[src/rtl/eco32f_pipe_ctrl.sv]
// eco32f_pipe_ctrl: stall/flush sequencer for the 5-stage eco32f pipeline.
// Merges bus waits, load-use bubbles, taken branches and MEM exceptions into
// per-stage stall/flush strobes and sequences the iterative divider.
// Optional feature: define ECO32F_PIPE_CTRL_PERF_EN to build the saturating
// performance counters; otherwise both counter ports are tied to zero.
module eco32f_pipe_ctrl #(
    parameter int DIV_CYCLES       = 32,
    parameter int EXC_FLUSH_CYCLES = 2,
    parameter int CNT_WIDTH        = 32
) (
    input  logic                 clk,
    input  logic                 rst,
    input  logic                 if_busy,
    input  logic                 mem_busy,
    input  logic                 id_bubble,
    input  logic                 ex_op_div,
    input  logic                 ex_op_rem,
    input  logic                 ex_branch_taken,
    input  logic                 mem_exc,
    output logic                 if_stall,
    output logic                 id_stall,
    output logic                 ex_stall,
    output logic                 mem_stall,
    output logic                 if_flush,
    output logic                 id_flush,
    output logic                 ex_flush,
    output logic                 mem_flush,
    output logic                 div_start,
    output logic                 div_done,
    output logic                 div_abort,
    output logic                 exc_redirect,
    output logic [1:0]           ctrl_state,
    output logic [CNT_WIDTH-1:0] perf_stall_cnt,
    output logic [CNT_WIDTH-1:0] perf_flush_cnt
);

    localparam int DW = $clog2(DIV_CYCLES + 1);
    localparam int EW = (EXC_FLUSH_CYCLES > 0) ? $clog2(EXC_FLUSH_CYCLES + 1) : 1;
    // The start cycle counts as the first divider cycle, so the register holds
    // the cycles still to go after the current one; done fires when it reads 0.
    localparam int DIV_LOAD = (DIV_CYCLES > 1) ? DIV_CYCLES - 2 : 0;

    typedef enum logic [1:0] {
        S_RUN = 2'd0,
        S_DIV = 2'd1,
        S_EXC = 2'd2
    } state_t;

    state_t        state, state_nxt;
    logic [DW-1:0] div_cnt, div_cnt_nxt;
    logic [EW-1:0] exc_cnt, exc_cnt_nxt;

    // State and counter registers.
    always_ff @(posedge clk or posedge rst) begin
        if (rst) begin
            state   <= S_RUN;
            div_cnt <= '0;
            exc_cnt <= '0;
        end else begin
            state   <= state_nxt;
            div_cnt <= div_cnt_nxt;
            exc_cnt <= exc_cnt_nxt;
        end
    end

    // Next-state and all stall/flush/pulse outputs.
    always_comb begin
        state_nxt    = state;
        div_cnt_nxt  = div_cnt;
        exc_cnt_nxt  = exc_cnt;
        if_stall     = 1'b0;
        id_stall     = 1'b0;
        ex_stall     = 1'b0;
        mem_stall    = 1'b0;
        if_flush     = 1'b0;
        id_flush     = 1'b0;
        ex_flush     = 1'b0;
        mem_flush    = 1'b0;
        div_start    = 1'b0;
        div_done     = 1'b0;
        div_abort    = 1'b0;
        exc_redirect = 1'b0;
        if (rst) begin
            {if_flush, id_flush, ex_flush, mem_flush} = '1;
        end else begin
            case (state)
                S_RUN: begin
                    if (mem_busy) begin
                        {if_stall, id_stall, ex_stall, mem_stall} = '1;
                    end else if (mem_exc) begin
                        {if_flush, id_flush, ex_flush, mem_flush} = '1;
                        exc_redirect = 1'b1;
                        if (EXC_FLUSH_CYCLES > 0) begin
                            state_nxt   = S_EXC;
                            exc_cnt_nxt = EW'(EXC_FLUSH_CYCLES);
                        end
                    end else if (ex_op_div || ex_op_rem) begin
                        div_start = 1'b1;
                        if (DIV_CYCLES == 1) begin
                            div_done = 1'b1;
                        end else begin
                            {if_stall, id_stall, ex_stall} = '1;
                            mem_flush   = 1'b1;
                            state_nxt   = S_DIV;
                            div_cnt_nxt = DW'(DIV_LOAD);
                        end
                    end else if (ex_branch_taken) begin
                        if_flush = 1'b1;
                        id_flush = 1'b1;
                    end else if (id_bubble) begin
                        if_stall = 1'b1;
                    end else if (if_busy) begin
                        id_flush = 1'b1;
                    end
                end
                S_DIV: begin
                    if (div_cnt != '0) begin
                        div_cnt_nxt = div_cnt - DW'(1);
                    end
                    if (mem_exc && !mem_busy) begin
                        div_abort    = 1'b1;
                        exc_redirect = 1'b1;
                        {if_flush, id_flush, ex_flush, mem_flush} = '1;
                        div_cnt_nxt  = '0;
                        if (EXC_FLUSH_CYCLES > 0) begin
                            state_nxt   = S_EXC;
                            exc_cnt_nxt = EW'(EXC_FLUSH_CYCLES);
                        end else begin
                            state_nxt   = S_RUN;
                        end
                    end else if (div_cnt == '0 && !mem_busy) begin
                        div_done  = 1'b1;
                        state_nxt = S_RUN;
                    end else begin
                        {if_stall, id_stall, ex_stall} = '1;
                        mem_stall = mem_busy;
                        mem_flush = !mem_busy;
                    end
                end
                S_EXC: begin
                    {if_flush, id_flush, ex_flush, mem_flush} = '1;
                    if (exc_cnt != '0) begin
                        exc_cnt_nxt = exc_cnt - EW'(1);
                    end
                    if (exc_cnt <= EW'(1)) begin
                        state_nxt = S_RUN;
                    end
                end
                default: begin
                    state_nxt = S_RUN;
                end
            endcase
        end
    end

    assign ctrl_state = state;

`ifdef ECO32F_PIPE_CTRL_PERF_EN
    // In RUN, a front-end flush without ex_flush only comes from a taken branch.
    logic flush_evt;
    assign flush_evt = exc_redirect || (state == S_RUN && if_flush && !ex_flush);

    // Saturating performance counters.
    always_ff @(posedge clk or posedge rst) begin
        if (rst) begin
            perf_stall_cnt <= '0;
            perf_flush_cnt <= '0;
        end else begin
            if (if_stall && perf_stall_cnt != '1) begin
                perf_stall_cnt <= perf_stall_cnt + CNT_WIDTH'(1);
            end
            if (flush_evt && perf_flush_cnt != '1) begin
                perf_flush_cnt <= perf_flush_cnt + CNT_WIDTH'(1);
            end
        end
    end
`else
    assign perf_stall_cnt = '0;
    assign perf_flush_cnt = '0;
`endif

endmodule

[config.mk]
export PLATFORM = sky130hd
export DESIGN_NAME = eco32f_pipe_ctrl
export DESIGN_NICKNAME = d
export VERILOG_FILES = /design/src/rtl/eco32f_pipe_ctrl.sv
export SDC_FILE = /design/constraint.sdc
export NUM_CORES = 1
export LEC_CHECK = 0
export CAP_MARGIN = 20
export CORE_MARGIN = 1
export CORE_UTILIZATION = 33
export DETAILED_ROUTE_END_ITERATION = 10
export GPL_TIMING_DRIVEN = 1
export PLACE_DENSITY = 0.77
export SLEW_MARGIN = 20
export SYNTH_ARGS = -nofsm -noshare
export SYNTH_HDL_FRONTEND = slang
export SYNTH_SLANG_ARGS = --single-unit
[constraint.sdc]
create_clock -name clk -period 1.6 [get_ports clk]
set_input_delay 0.32 -clock clk [delete_from_list [all_inputs] [get_ports clk]]
set_output_delay 0.32 -clock clk [all_outputs]
set_load 0.02 [all_outputs]
# Word level (Yosys, flattened, before mapping)
# Cells that the tools add are included.
dict set report totals {
  reg_bits 10
  latch_bits 0
  ramBits 0
  rom_bits 0
  input_bits 9
  out_inout_bits 78
  wordCells 105
  n_memories 0
}
dict set report classes {
  addsub 2
  n_mul 0
  div_mod_pow 0
  n_lt_le_gt_ge 1
  n_eq_ne 12
  shifts 0
  n_mux 73
  bitwise_logic 1
  n_reduce_logical 13
}
# operator n
set ops {}
lappend ops {{1-bit 2-to-1 mux} 47}
lappend ops {{6-bit 2-to-1 mux} 5}
lappend ops {{2-bit 2-to-1 mux} 10}
lappend ops {{2-bit != test (second input constant)} 7}
lappend ops {{1-bit case mux with 3 select lines} 4}
lappend ops {{2-bit case mux with 3 select lines} 2}
lappend ops {{6-bit case mux with 2 select lines} 1}
lappend ops {{6-bit AND reduction} 2}
lappend ops {{3-bit != test (second input constant)} 3}
lappend ops {{1-bit case mux with 2 select lines} 4}
lappend ops {{6-bit zero test} 1}
lappend ops {{6-bit nonzero test} 1}
lappend ops {{6-bit by 1-bit subtractor with 6-bit output (second input constant)} 1}
lappend ops {{5-bit AND reduction} 1}
lappend ops {{2-bit nonzero test} 2}
lappend ops {{3-bit nonzero test} 1}
lappend ops {{2-bit by 1-bit == test with 1-bit output (second input constant)} 1}
lappend ops {{2-bit == test (second input constant)} 1}
lappend ops {{2-bit by 1-bit <= comparator with 1-bit output (second input constant)} 1}
lappend ops {{1-bit logical AND} 2}
lappend ops {{2-bit zero test} 1}
lappend ops {{2-bit by 1-bit subtractor with 2-bit output (second input constant)} 1}
lappend ops {{1-bit zero test} 1}
lappend ops {{1-bit logical OR} 1}
lappend ops {{1-bit NOT} 1}

# Longest topological paths before layout
# Gate-level depths: netlist (run 1).
dict set report logic_depth {
  depth_word 8
  ltp_mapped 6
  mapped_depth_nobuf 5
}

# Least setup slack after synthesis (run 1)
# OpenSTA, ideal clock, no wires.
dict set report synth_path {
  kind {flip-flop to output port}
  start {register state[1] (netlist: ctrl_state[1])}
  end {output mem_flush}
  t_arrival_ns 1.611
  required_time_ns 1.280
  slack_ns -0.331
  path_stages_with_launch 4
  n_path_buf 1
  path_cell_list {dfrtp_1 -> buf_6 -> nand2b_1 -> o311ai_0}
}
dict set report synth_between {
  elab_chain_cells 3
  elab_cells_between_ends 5
  cone_classes {eq/ne: 2; mux: 2; reduce/logical: 1}
}
# item line_no
set synth_rtl {}
lappend synth_rtl {{start: declaration} 49} ;# state_t state, state_nxt;
lappend synth_rtl {{start signal: assignment} 60} ;# state <= state_nxt;
lappend synth_rtl {{2-bit == test (tied with other cells)} 86} ;# case (state)
lappend synth_rtl {{1-bit case mux with 3 select lines *} 86}
lappend synth_rtl {{1-bit 2-to-1 mux *} 83} ;# if (rst) begin
lappend synth_rtl {{end: declaration} 27} ;# output logic mem_flush,
# Every way passes the cells marked *; elsewhere a longest branch is shown, timed or not.

# Worst setup path after layout (run 1)
dict set report layout_path {
  start {register div_cnt[5]}
  end {output ex_stall}
}
dict set report layout_between {
  elab_chain_cells 6
}
# item line_no
set layout_rtl {}
lappend layout_rtl {{start: declaration} 50} ;# logic [DW-1:0] div_cnt, div_cnt_nxt;
lappend layout_rtl {{start signal: assignment} 61} ;# div_cnt <= div_cnt_nxt;
lappend layout_rtl {{6-bit zero test} 131} ;# end else if (div_cnt == '0 && !mem_busy) begin
lappend layout_rtl {{1-bit logical AND} 131}
lappend layout_rtl {{1-bit 2-to-1 mux} 131}
lappend layout_rtl {{1-bit 2-to-1 mux} 120} ;# if (mem_exc && !mem_busy) begin
lappend layout_rtl {{1-bit case mux with 2 select lines} 86}
lappend layout_rtl {{1-bit 2-to-1 mux} 83}
lappend layout_rtl {{end: declaration} 22} ;# output logic ex_stall,
# Every way passes these cells.

==> impl_metrics.env, run 1 <==
export IMPL_status="finished with violations"
export IMPL_violations="negative setup slack"
export IMPL_worst_setup_path_type="flip-flop to output port"
export IMPL_clk_path_buf_depth=2
export IMPL_first_global_vias=1044
export IMPL_drtPass1Iterations=4
export IMPL_synth_edff_count=0
export IMPL_cts_hold_buffers_added=0
export IMPL_clk_pin_slew_worst_paths_ns=0.05
export IMPL_netlist_area_leader_share_pct=35.7
export IMPL_ys_types=46
export IMPL_design_core_area_um2=3970
export IMPL_fillerInstances=408
export IMPL_critical_path_max_stage_delay_ns=0.41
export IMPL_post_layout_min_period_ns=1.99
export IMPL_remaining_drc_errors=0
export IMPL_port_buffer_count=22
export IMPL_initial_utilization_pct=34.4
export IMPL_grt_max_degree=12
export IMPL_critical_path_cell_chain="nor4_4, and3_4, nor3_2, o21a_2, buf_6"
export IMPL_cts_max_level=1
export IMPL_avgRoutedWirePerCell_um=10.6
export IMPL_tritoncts_num_buffers=3
export IMPL_vias=1189
export IMPL_io_pins=87
export IMPL_final_core_util_pct=47.3
export IMPL_floorplan_die_area_um2=4400
export IMPL_grtUsageTotal_pct=13.9
export IMPL_ys_dominant_reg_cell="dfrtp_1"
export IMPL_arrival_ns=1.67
export IMPL_nNetsFinal=247
export IMPL_dp_hpwl_mm=2.16
export IMPL_regToRegStartpoint="div_cnt[5]"
export IMPL_r2r_slack_ns=-0.18
export IMPL_power_total_mw=2.44
export IMPL_grt_util_met1_pct=15.7
export IMPL_postLayoutCellArea_um2=1880
export IMPL_final_cell_count_no_fill=283
export IMPL_final_critical_path_setup_slack_ns=-0.395
export IMPL_clock_sink_count=10
export IMPL_crit_path_end_kind="output port"
export IMPL_die_h_um=66.3
export IMPL_netlist_instances=167
export IMPL_timing_final_crit_share_pct=125
export IMPL_clock_root_buffer="clkbuf_8"
export IMPL_crit_path_start_kind="flip-flop"
export IMPL_grt_antenna_before_repair=0
export IMPL_finalSetupViolations=13
export IMPL_place_area_um2=1630
export IMPL_synth_ff_latch_count=10
export IMPL_rows=23
export IMPL_diodes=0
export IMPL_p_per_area_nw_per_um2=1300
export IMPL_post_route_cells_drive_above_1_share_pct=42.1
export IMPL_floorplan_die_width_um=66.3
export IMPL_mappedNetlistArea_um2=1370
export IMPL_rsz_0062_raised_after_global_routing="true"
export IMPL_hp_class="input pin to async pin"
export IMPL_async_reset_ff_share_pct=100
export IMPL_ant_nets=0
export IMPL_r2r_cells=6
export IMPL_global_route_hottest_layer="met2"
export IMPL_drv_cap=0
export IMPL_cell_count_post_placement=267
export IMPL_power_static_leakage_nw=0.977
export IMPL_grt_util_met3_pct=1.03
export IMPL_hold_violations=0
export IMPL_grtUsageMet2_pct=25.6
export IMPL_reg2reg_to="div_cnt[4]"
export IMPL_grt_remaining_overflow=0
export IMPL_syn2layout_area_growth_pct=37.5
export IMPL_path_max_fanout=4
export IMPL_detail_route_wirelength_mm=3.01
export IMPL_cp_required_ns=1.28
export IMPL_worst_ir_drop_vdd_mv=0.529
export IMPL_gpl_final_weighted_congestion=0.825
export IMPL_worst_skew_pair_late_latency_ns=0.24
export IMPL_vias_per_inst=4.20
export IMPL_pins_over_their_slew_limit=0
export IMPL_finClkSkew_ns=0.00281
export IMPL_first_iter_violations=22
export IMPL_first_pass_grt_wire_length_mm=4.60
export IMPL_timing_critical_path_slowest_stage_cell="dfrtp_1"
export IMPL_synth_top_cells_by_area="buf_4, dfrtp_1, ha_1, nor2_1, o21ai_0"
export IMPL_synth_warning_count=0
export IMPL_synth_top_area_cell="buf_4"
export IMPL_syn_avg_cell_area_um2=8.17
export IMPL_cts_tree="built"
export IMPL_maxClockFrequency_mhz=501
export IMPL_synth_yosys_seq_area_share_pct=18.3
==> worst max-delay path by stage <==
stage | cells after the start | slack, ns | start | to
2_1_floorplan | 5 | -0.11 | div_cnt[5] | id_stall
3_3_place_gp | 6 | -0.72 | ex_op_rem | if_stall
3_5_place_dp | 6 | -0.76 | ex_op_rem | id_flush
4_1_cts | 5 | -0.34 | div_cnt[3] | ex_stall
5_1_grt | 5 | -0.44 | div_cnt[5] | ex_stall
6_report | 5 | -0.39 | div_cnt[5] | ex_stall
==> layout by cell type (no fill, tap or decap), types with 4 or more instances in the layout <==
cell type | synthesis | layout
conb_1 | 1 | 64
buf_4 | 65 | 41
buf_6 | 3 | 16
dfrtp_1 | 10 | 8
nor2_4 | 0 | 6
nor2_1 | 13 | 5
o21ai_0 | 7 | 5
inv_1 | 7 | 5
nand2_1 | 5 | 5
dlygate4sd2_1 | 0 | 5
a21oi_1 | 6 | 4
==> flip-flops by register name, indices dropped and copies added (netlist names) <==
name and count:
ctrl_state 2, div_cnt 6, exc_cnt 2
==> cells by family after synthesis <==
logic type      Yosys count  share of synthesized area [%]
fa+ha+maj                 4                           3.67
buf+inv                  77                           41.4
compound gates           30                           15.9
other cells               1                          0.275
simple gates             41                           17.0
mux                       4                           3.39
flops                    10                           18.3
==> synth_stat cells (2+ instances only) <==
cell,instances
dfrtp_1,10
or2_2,2
buf_4,65
nor3_1,3
buf_6,3
inv_1,7
ha_1,4
nor2_1,13
mux2i_1,2
o21ai_0,7
nand2b_1,3
a21oi_1,6
nand2_1,5
nand4_1,2
o21a_1,3
a221o_1,2
==> layer usage <==
layer / share of wire, % / routed length (um)
met2: 53 / 1590
met4: 2.3 / 70
met1: 40 / 1200
met3: 4.9 / 148
met5: 0 / 0
==> area by class of cell <==
| cell class | instances | area (um^2) | area share (%) |
|---|---|---|---|
| tap | 50 | 62.6 | 3.33 |
| clock buffer | 4 | 45.0 | 2.40 |
| timing repair buffer | 69 | 587 | 31.3 |
| inverter | 7 | 26.3 | 1.40 |
| multi-input combinational | 143 | 903 | 48.1 |
| sequential | 10 | 253 | 13.5 |
==> stage by stage <==
step                TNS, ns  setup slack (ns)  hold slack, ns
floorplan            -0.174            -0.111           0.176
CTS                   -2.13            -0.340           0.431
global route          -3.31            -0.436           0.458
global placement     -10.42            -0.724           0.531
detailed placement   -10.71            -0.764           0.548
finish                -2.57            -0.395           0.445
==> worst max-delay path, delay by kind of cell, from the launching register on <==
family | cells | cell delay (ns)
compound gates | 1 | 0.21
flops | 1 | 0.41
simple gates | 3 | 0.69
buf+inv | 1 | 0.13
==> repair_timing <==
action                                  CTS  global route
buffers inserted                          8             4
cloned                                    0             0
resized for setup                        93            22
pin swaps                                12             9
endpoints found under the setup margin   21            19
==> where the power goes <==
part	internal, mW	switching [mW]
sequential	0.351	0.103
clock	0.175	0.101
combinational	0.844	0.862
total	1.37	1.07
Note: power is estimated with default switching activity, not from simulation.
==> inputs of run 2 (changes only) <==
- PLACE_DENSITY: 0.77 -> 0.83
==> impl_metrics.env, run 2 (synthesized netlist as in run 1, its figures left out) <==
export IMPL_worst_setup_path_type="flip-flop to output port"
export IMPL_regMostFlops="div_cnt"
export IMPL_power_static_leakage_nw=0.965
export IMPL_largest_register_ffs=6
export IMPL_post_route_cells_drive_above_1_share_pct=41.8
export IMPL_mostFrequentLayoutCell="conb_1"
export IMPL_cts_max_level=1
export IMPL_p_sw_mw=1.07
export IMPL_clock_root_buffer="clkbuf_8"
export IMPL_final_critical_path_setup_slack_ns=-0.347
export IMPL_internal_power_mw=1.40
export IMPL_tritoncts_num_buffers=3
export IMPL_vias_per_inst=4.28
export IMPL_grt_max_degree=12
export IMPL_initial_utilization_pct=34.4
export IMPL_drv_cap=0
export IMPL_postLayoutCellArea_um2=1880
export IMPL_final_cell_count_no_fill=282
export IMPL_floorplan_die_area_um2=4400
export IMPL_gpl_final_weighted_congestion=0.798
export IMPL_clk_pin_slew_worst_paths_ns=0.05
export IMPL_grt_antenna_before_repair=0
export IMPL_ant_nets=0
export IMPL_grt_util_met3_pct=2.07
export IMPL_grt_remaining_overflow=0
export IMPL_grtUsageMet2_pct=25.0
export IMPL_violations="design-rule violations, negative setup slack"
export IMPL_grtUsageTotal_pct=13.8
export IMPL_path_max_fanout=4
export IMPL_first_pass_grt_wire_length_mm=4.53
export IMPL_reg2reg_to="div_cnt[1]"
export IMPL_p_sw_share_pct=43.5
export IMPL_pins_over_their_slew_limit=0
export IMPL_worst_hold_margin_ns=0.449
export IMPL_first_iter_violations=19
export IMPL_finalSetupViolations=17
export IMPL_worst_ir_drop_vdd_mv=0.577
export IMPL_floorplan_die_width_um=66.3
export IMPL_io_pins=87
export IMPL_cp_required_ns=1.28
export IMPL_nNetsFinal=246
export IMPL_remaining_drc_errors=4
export IMPL_maxClockFrequency_mhz=513
export IMPL_p_per_area_nw_per_um2=1320
export IMPL_crit_path_start_kind="flip-flop"
export IMPL_finClkSkew_ns=0.00195
export IMPL_avgRoutedWirePerCell_um=10.7
export IMPL_post_layout_min_period_ns=1.95
export IMPL_rows=23
export IMPL_detail_route_wirelength_mm=3.01
export IMPL_clock_sink_count=10
export IMPL_timing_final_crit_share_pct=122
export IMPL_cts_tree="built"
export IMPL_hold_violations=0
export IMPL_critPathCapture="id_stall"
export IMPL_rsz_0062_raised_after_global_routing="true"
export IMPL_port_buffer_count=22
export IMPL_diodes=0
export IMPL_vias=1207
export IMPL_crit_path_end_kind="output port"
export IMPL_regToRegStartpoint="div_cnt[1]"
export IMPL_r2r_cells=8
export IMPL_r2r_slack_ns=-0.29
export IMPL_arrival_ns=1.63
export IMPL_status="finished with violations"
export IMPL_drtPass1Iterations=9
export IMPL_worstSetupStartpoint="div_cnt[3]"
export IMPL_die_h_um=66.3
export IMPL_place_area_um2=1610
export IMPL_worst_skew_pair_late_latency_ns=0.25
export IMPL_hp_class="input pin to async pin"
export IMPL_syn2layout_area_growth_pct=37.5
export IMPL_global_route_hottest_layer="met2"
export IMPL_grt_util_met1_pct=14.0
export IMPL_power_frac_comb_pct=68.2
export IMPL_clk_path_buf_depth=2
export IMPL_seq_power_share_pct=18.0
export IMPL_cell_count_post_placement=265
export IMPL_design_core_area_um2=3970
export IMPL_first_global_vias=1037
export IMPL_p_clk_share_pct=13.8
export IMPL_final_cell_mix="conb_1, buf_4, buf_6, dfrtp_1"
export IMPL_cts_hold_buffers_added=0
export IMPL_dp_hpwl_mm=2.10
export IMPL_dp_worst_setup_slack_ns=-0.806
-- run 2: cell count changes in the layout (fill, tap and decap cells not counted), moves of 2 or more --
| cell | change |
|---|---|
| a21oi_1 | +2 |
| a21oi_2 | -2 |
| buf_4 | -2 |
| dlymetal6s2s_1 | -2 |
-- run 2: final cells by class --
cell class	instances	area (um^2)
Clock buffer	4	55.1
Fill cell	394	2090
Inverter	7	26.3
Multi-Input combinational cell	143	897
Sequential cell	10	253
Tap cell	50	62.6
Timing Repair Buffer	68	583
-- run 2: stage by stage --
step	TNS, ns	power, mW	util (%)
final	-3.05	2.47	47.3
after global routing	-3.97	2.63	47.3
after CTS	-2.84	2.27	44.5
after detailed placement	-12.14	1.82	40.6
after global placement	-11.29	1.78	40.6
after floorplan	-0.174	1.41	-
-- run 2: worst min path at each step --
stage	slack [ns]	end
floorplan	0.18	ctrl_state[0]
global placement	0.53	exc_cnt[0]
detailed placement	0.55	exc_cnt[1]
CTS	0.41	exc_cnt[0]
global route	0.49	div_cnt[2]
finish	0.45	exc_cnt[0]
-- run 2: power by group through the flow --
stage               clock network (mW)  logic, mW  registers (mW)
detailed placement                   0       1.38           0.442
global route                     0.354       1.82           0.458
finish                           0.342       1.68           0.444
CTS                              0.340       1.49           0.436
global placement                     0       1.34           0.438
floorplan                            0      0.945           0.463
-- run 2: metal layers --
layer  routed length [um]  vias to the layer above  share of wire [%]
met1                 1130                      566                 38
met3                  163                        7                5.4
li1                     -                      570                  -
met2                 1630                       64                 54
met4                   87                        0                2.9
met5                    0                        -                  0
-- run 2: critical path, cell delays in order (launching register included) --
cell and delay, ns:
dfrtp_1 0.40, nor4_4 0.33, and3_4 0.26, nor3_2 0.05
o21a_2 0.21, buf_6 0.13
-- run 2: timing repair --
action,4_1_cts,5_1_grt
setup endpoints to repair,20,20
pin swaps,13,7
setup buffers,6,8
resized for setup,98,18
==> inputs of run 3 (changes only) <==
- CORE_UTILIZATION: 33 -> 40
- GPL_TIMING_DRIVEN: 1 -> not set
- PLACE_DENSITY: 0.83 -> 0.93
- TNS_END_PERCENT: not set -> 1
- clock period: 1.6 -> 2.4 ns (I/O delays scaled with it)
==> impl_metrics.env, run 3 (synthesized netlist as in run 1, its figures left out) <==
export IMPL_first_pass_grt_wire_length_mm=3.97
export IMPL_dp_worst_setup_slack_ns=-0.329
export IMPL_min_delay_startpoint="div_cnt[5]"
export IMPL_arrival_ns=1.91
export IMPL_worst_setup_path_type="input pin to output port"
export IMPL_remaining_drc_errors=0
export IMPL_postLayoutCellArea_um2=1520
export IMPL_worstHoldEndpoint="div_cnt[5]"
export IMPL_worst_hold_margin_ns=0.574
export IMPL_finalSetupViolations=0
export IMPL_hold_violations=0
export IMPL_post_route_cells_drive_above_1_share_pct=22.0
export IMPL_power_static_leakage_nw=0.804
export IMPL_crit_path_end_kind="output port"
export IMPL_grt_antenna_before_repair=0
export IMPL_rsz_0062_raised_after_global_routing="true"
export IMPL_first_global_vias=916
export IMPL_r2r_slack_ns=0.67
export IMPL_io_pins=87
export IMPL_syn2layout_area_growth_pct=11.5
export IMPL_holdPathStages=2
export IMPL_clock_sink_count=10
export IMPL_final_critical_path_setup_slack_ns=0.0145
export IMPL_grt_max_degree=12
export IMPL_nNetsFinal=224
export IMPL_cts_setup_buffers=0
export IMPL_ant_nets=0
export IMPL_vias=1085
export IMPL_clk_path_buf_depth=2
export IMPL_floorplan_die_area_um2=3650
export IMPL_drv_cap=0
export IMPL_cts_hold_buffers_added=0
export IMPL_port_buffer_count=22
export IMPL_path_max_fanout=3
export IMPL_tritoncts_num_buffers=3
export IMPL_vias_per_inst=4.29
export IMPL_die_h_um=60.4
export IMPL_timing_final_crit_share_pct=99.4
export IMPL_cp_required_ns=1.92
export IMPL_gpl_final_weighted_congestion=0.886
export IMPL_drtPass1Iterations=4
export IMPL_place_area_um2=1520
export IMPL_grt_remaining_overflow=0
export IMPL_finClkSkew_ns=0.00205
export IMPL_detail_route_wirelength_mm=2.58
export IMPL_status="completed"
export IMPL_mostFrequentLayoutCell="conb_1"
export IMPL_clock_root_buffer="clkbuf_4"
export IMPL_crit_path_start_kind="input pin"
export IMPL_floorplan_die_width_um=60.4
export IMPL_regToRegStartpoint="div_cnt[3]"
export IMPL_fillerInstances=329
export IMPL_cts_tree="built"
export IMPL_worst_ir_drop_vdd_mv=0.327
export IMPL_hp_class="flip-flop to flip-flop"
export IMPL_regMostFlops="div_cnt"
export IMPL_initial_utilization_pct=43.3
export IMPL_diodes=0
export IMPL_dp_hpwl_mm=2.09
export IMPL_final_core_util_pct=48.3
export IMPL_post_layout_min_period_ns=2.39
export IMPL_worst_skew_pair_late_latency_ns=0.28
export IMPL_reg2reg_to="div_cnt[4]"
export IMPL_largest_register_ffs=6
export IMPL_clk_pin_slew_worst_paths_ns=0.07
export IMPL_maxClockFrequency_mhz=419
export IMPL_multiInputGateArea_um2=802
export IMPL_cts_max_level=1
export IMPL_p_per_area_nw_per_um2=807
export IMPL_final_cell_mix="conb_1, buf_4, nor2_1, dfrtp_1, clkdlybuf4s50_1"
export IMPL_pins_over_their_slew_limit=0
export IMPL_seqCellArea_um2=250
export IMPL_r2r_cells=6
export IMPL_first_iter_violations=37
export IMPL_rows=20
export IMPL_design_core_area_um2=3150
export IMPL_avgRoutedWirePerCell_um=10.2
export IMPL_grtUsageTotal_pct=14.9
[run 3: changes by cell type in the layout (fill, tap and decap cells not counted), moves of 3 or more]
cell	change
buf_4	-15
buf_6	-17
clkbuf_2	+3
clkbuf_4	+3
clkbuf_8	-4
clkdlybuf4s50_1	+9
nor2_1	+6
nor2_4	-6
[run 3: power by group]
group	switching (mW)	total [mW]	leakage (nW)	internal [mW]
registers	0.0670	0.297	0.116	0.230
clock network	0.0684	0.127	0.0138	0.0584
logic	0.461	0.803	0.674	0.343
[run 3: critical path: stages]
cell             delay, ns
clkdlybuf4s50_1       0.43
or2_2                 0.33
nor2_2                0.12
nor3_1                0.05
o21a_1                0.18
dlygate4sd2_1         0.32
[run 3: how the worst max path moves through the flow]
stage	cells after the start	slack, ns	startpoint	to
after floorplan	3	0.31	ctrl_state[1]	mem_flush
after global placement	6	-0.27	ex_op_rem	id_flush
final	6	0.01	ex_op_rem	ex_stall
after CTS	6	0.01	ex_op_rem	if_stall
after global routing	6	-0.06	mem_exc	mem_flush
after detailed placement	6	-0.33	ex_op_rem	id_flush
[run 3: cell type report]
cell class,count,share of cell area [%]
tap,44,3.62
clock buffer,3,1.48
inverter,7,1.73
timing repair buffer,46,24.0
sequential,10,16.4
multi-input combinational,143,52.7
[run 3: what timing repair did]
item                       CTS  global route
resized for setup           20            13
setup endpoints to repair   12             9
gates cloned                 0             0
pin swaps                    0             0
[run 3: per-stage QoR]
step	total power, mW	cells	TNS [ns]
after floorplan	0.916	230	0
after global placement	1.09	250	-2.32
after detailed placement	1.12	250	-2.55
after CTS	1.24	253	0
after global routing	1.32	253	-0.172
final	1.23	253	0
[run 3: layer usage]
metal | vias to the layer above | global-route usage [%] | share of wire (%)
met4 | 0 | 10.7 | 2.9
met5 | - | 0 | 0
li1 | 513 | - | -
met2 | 63 | 24.3 | 49
met1 | 504 | 17.9 | 40
met3 | 5 | 2.13 | 7.9
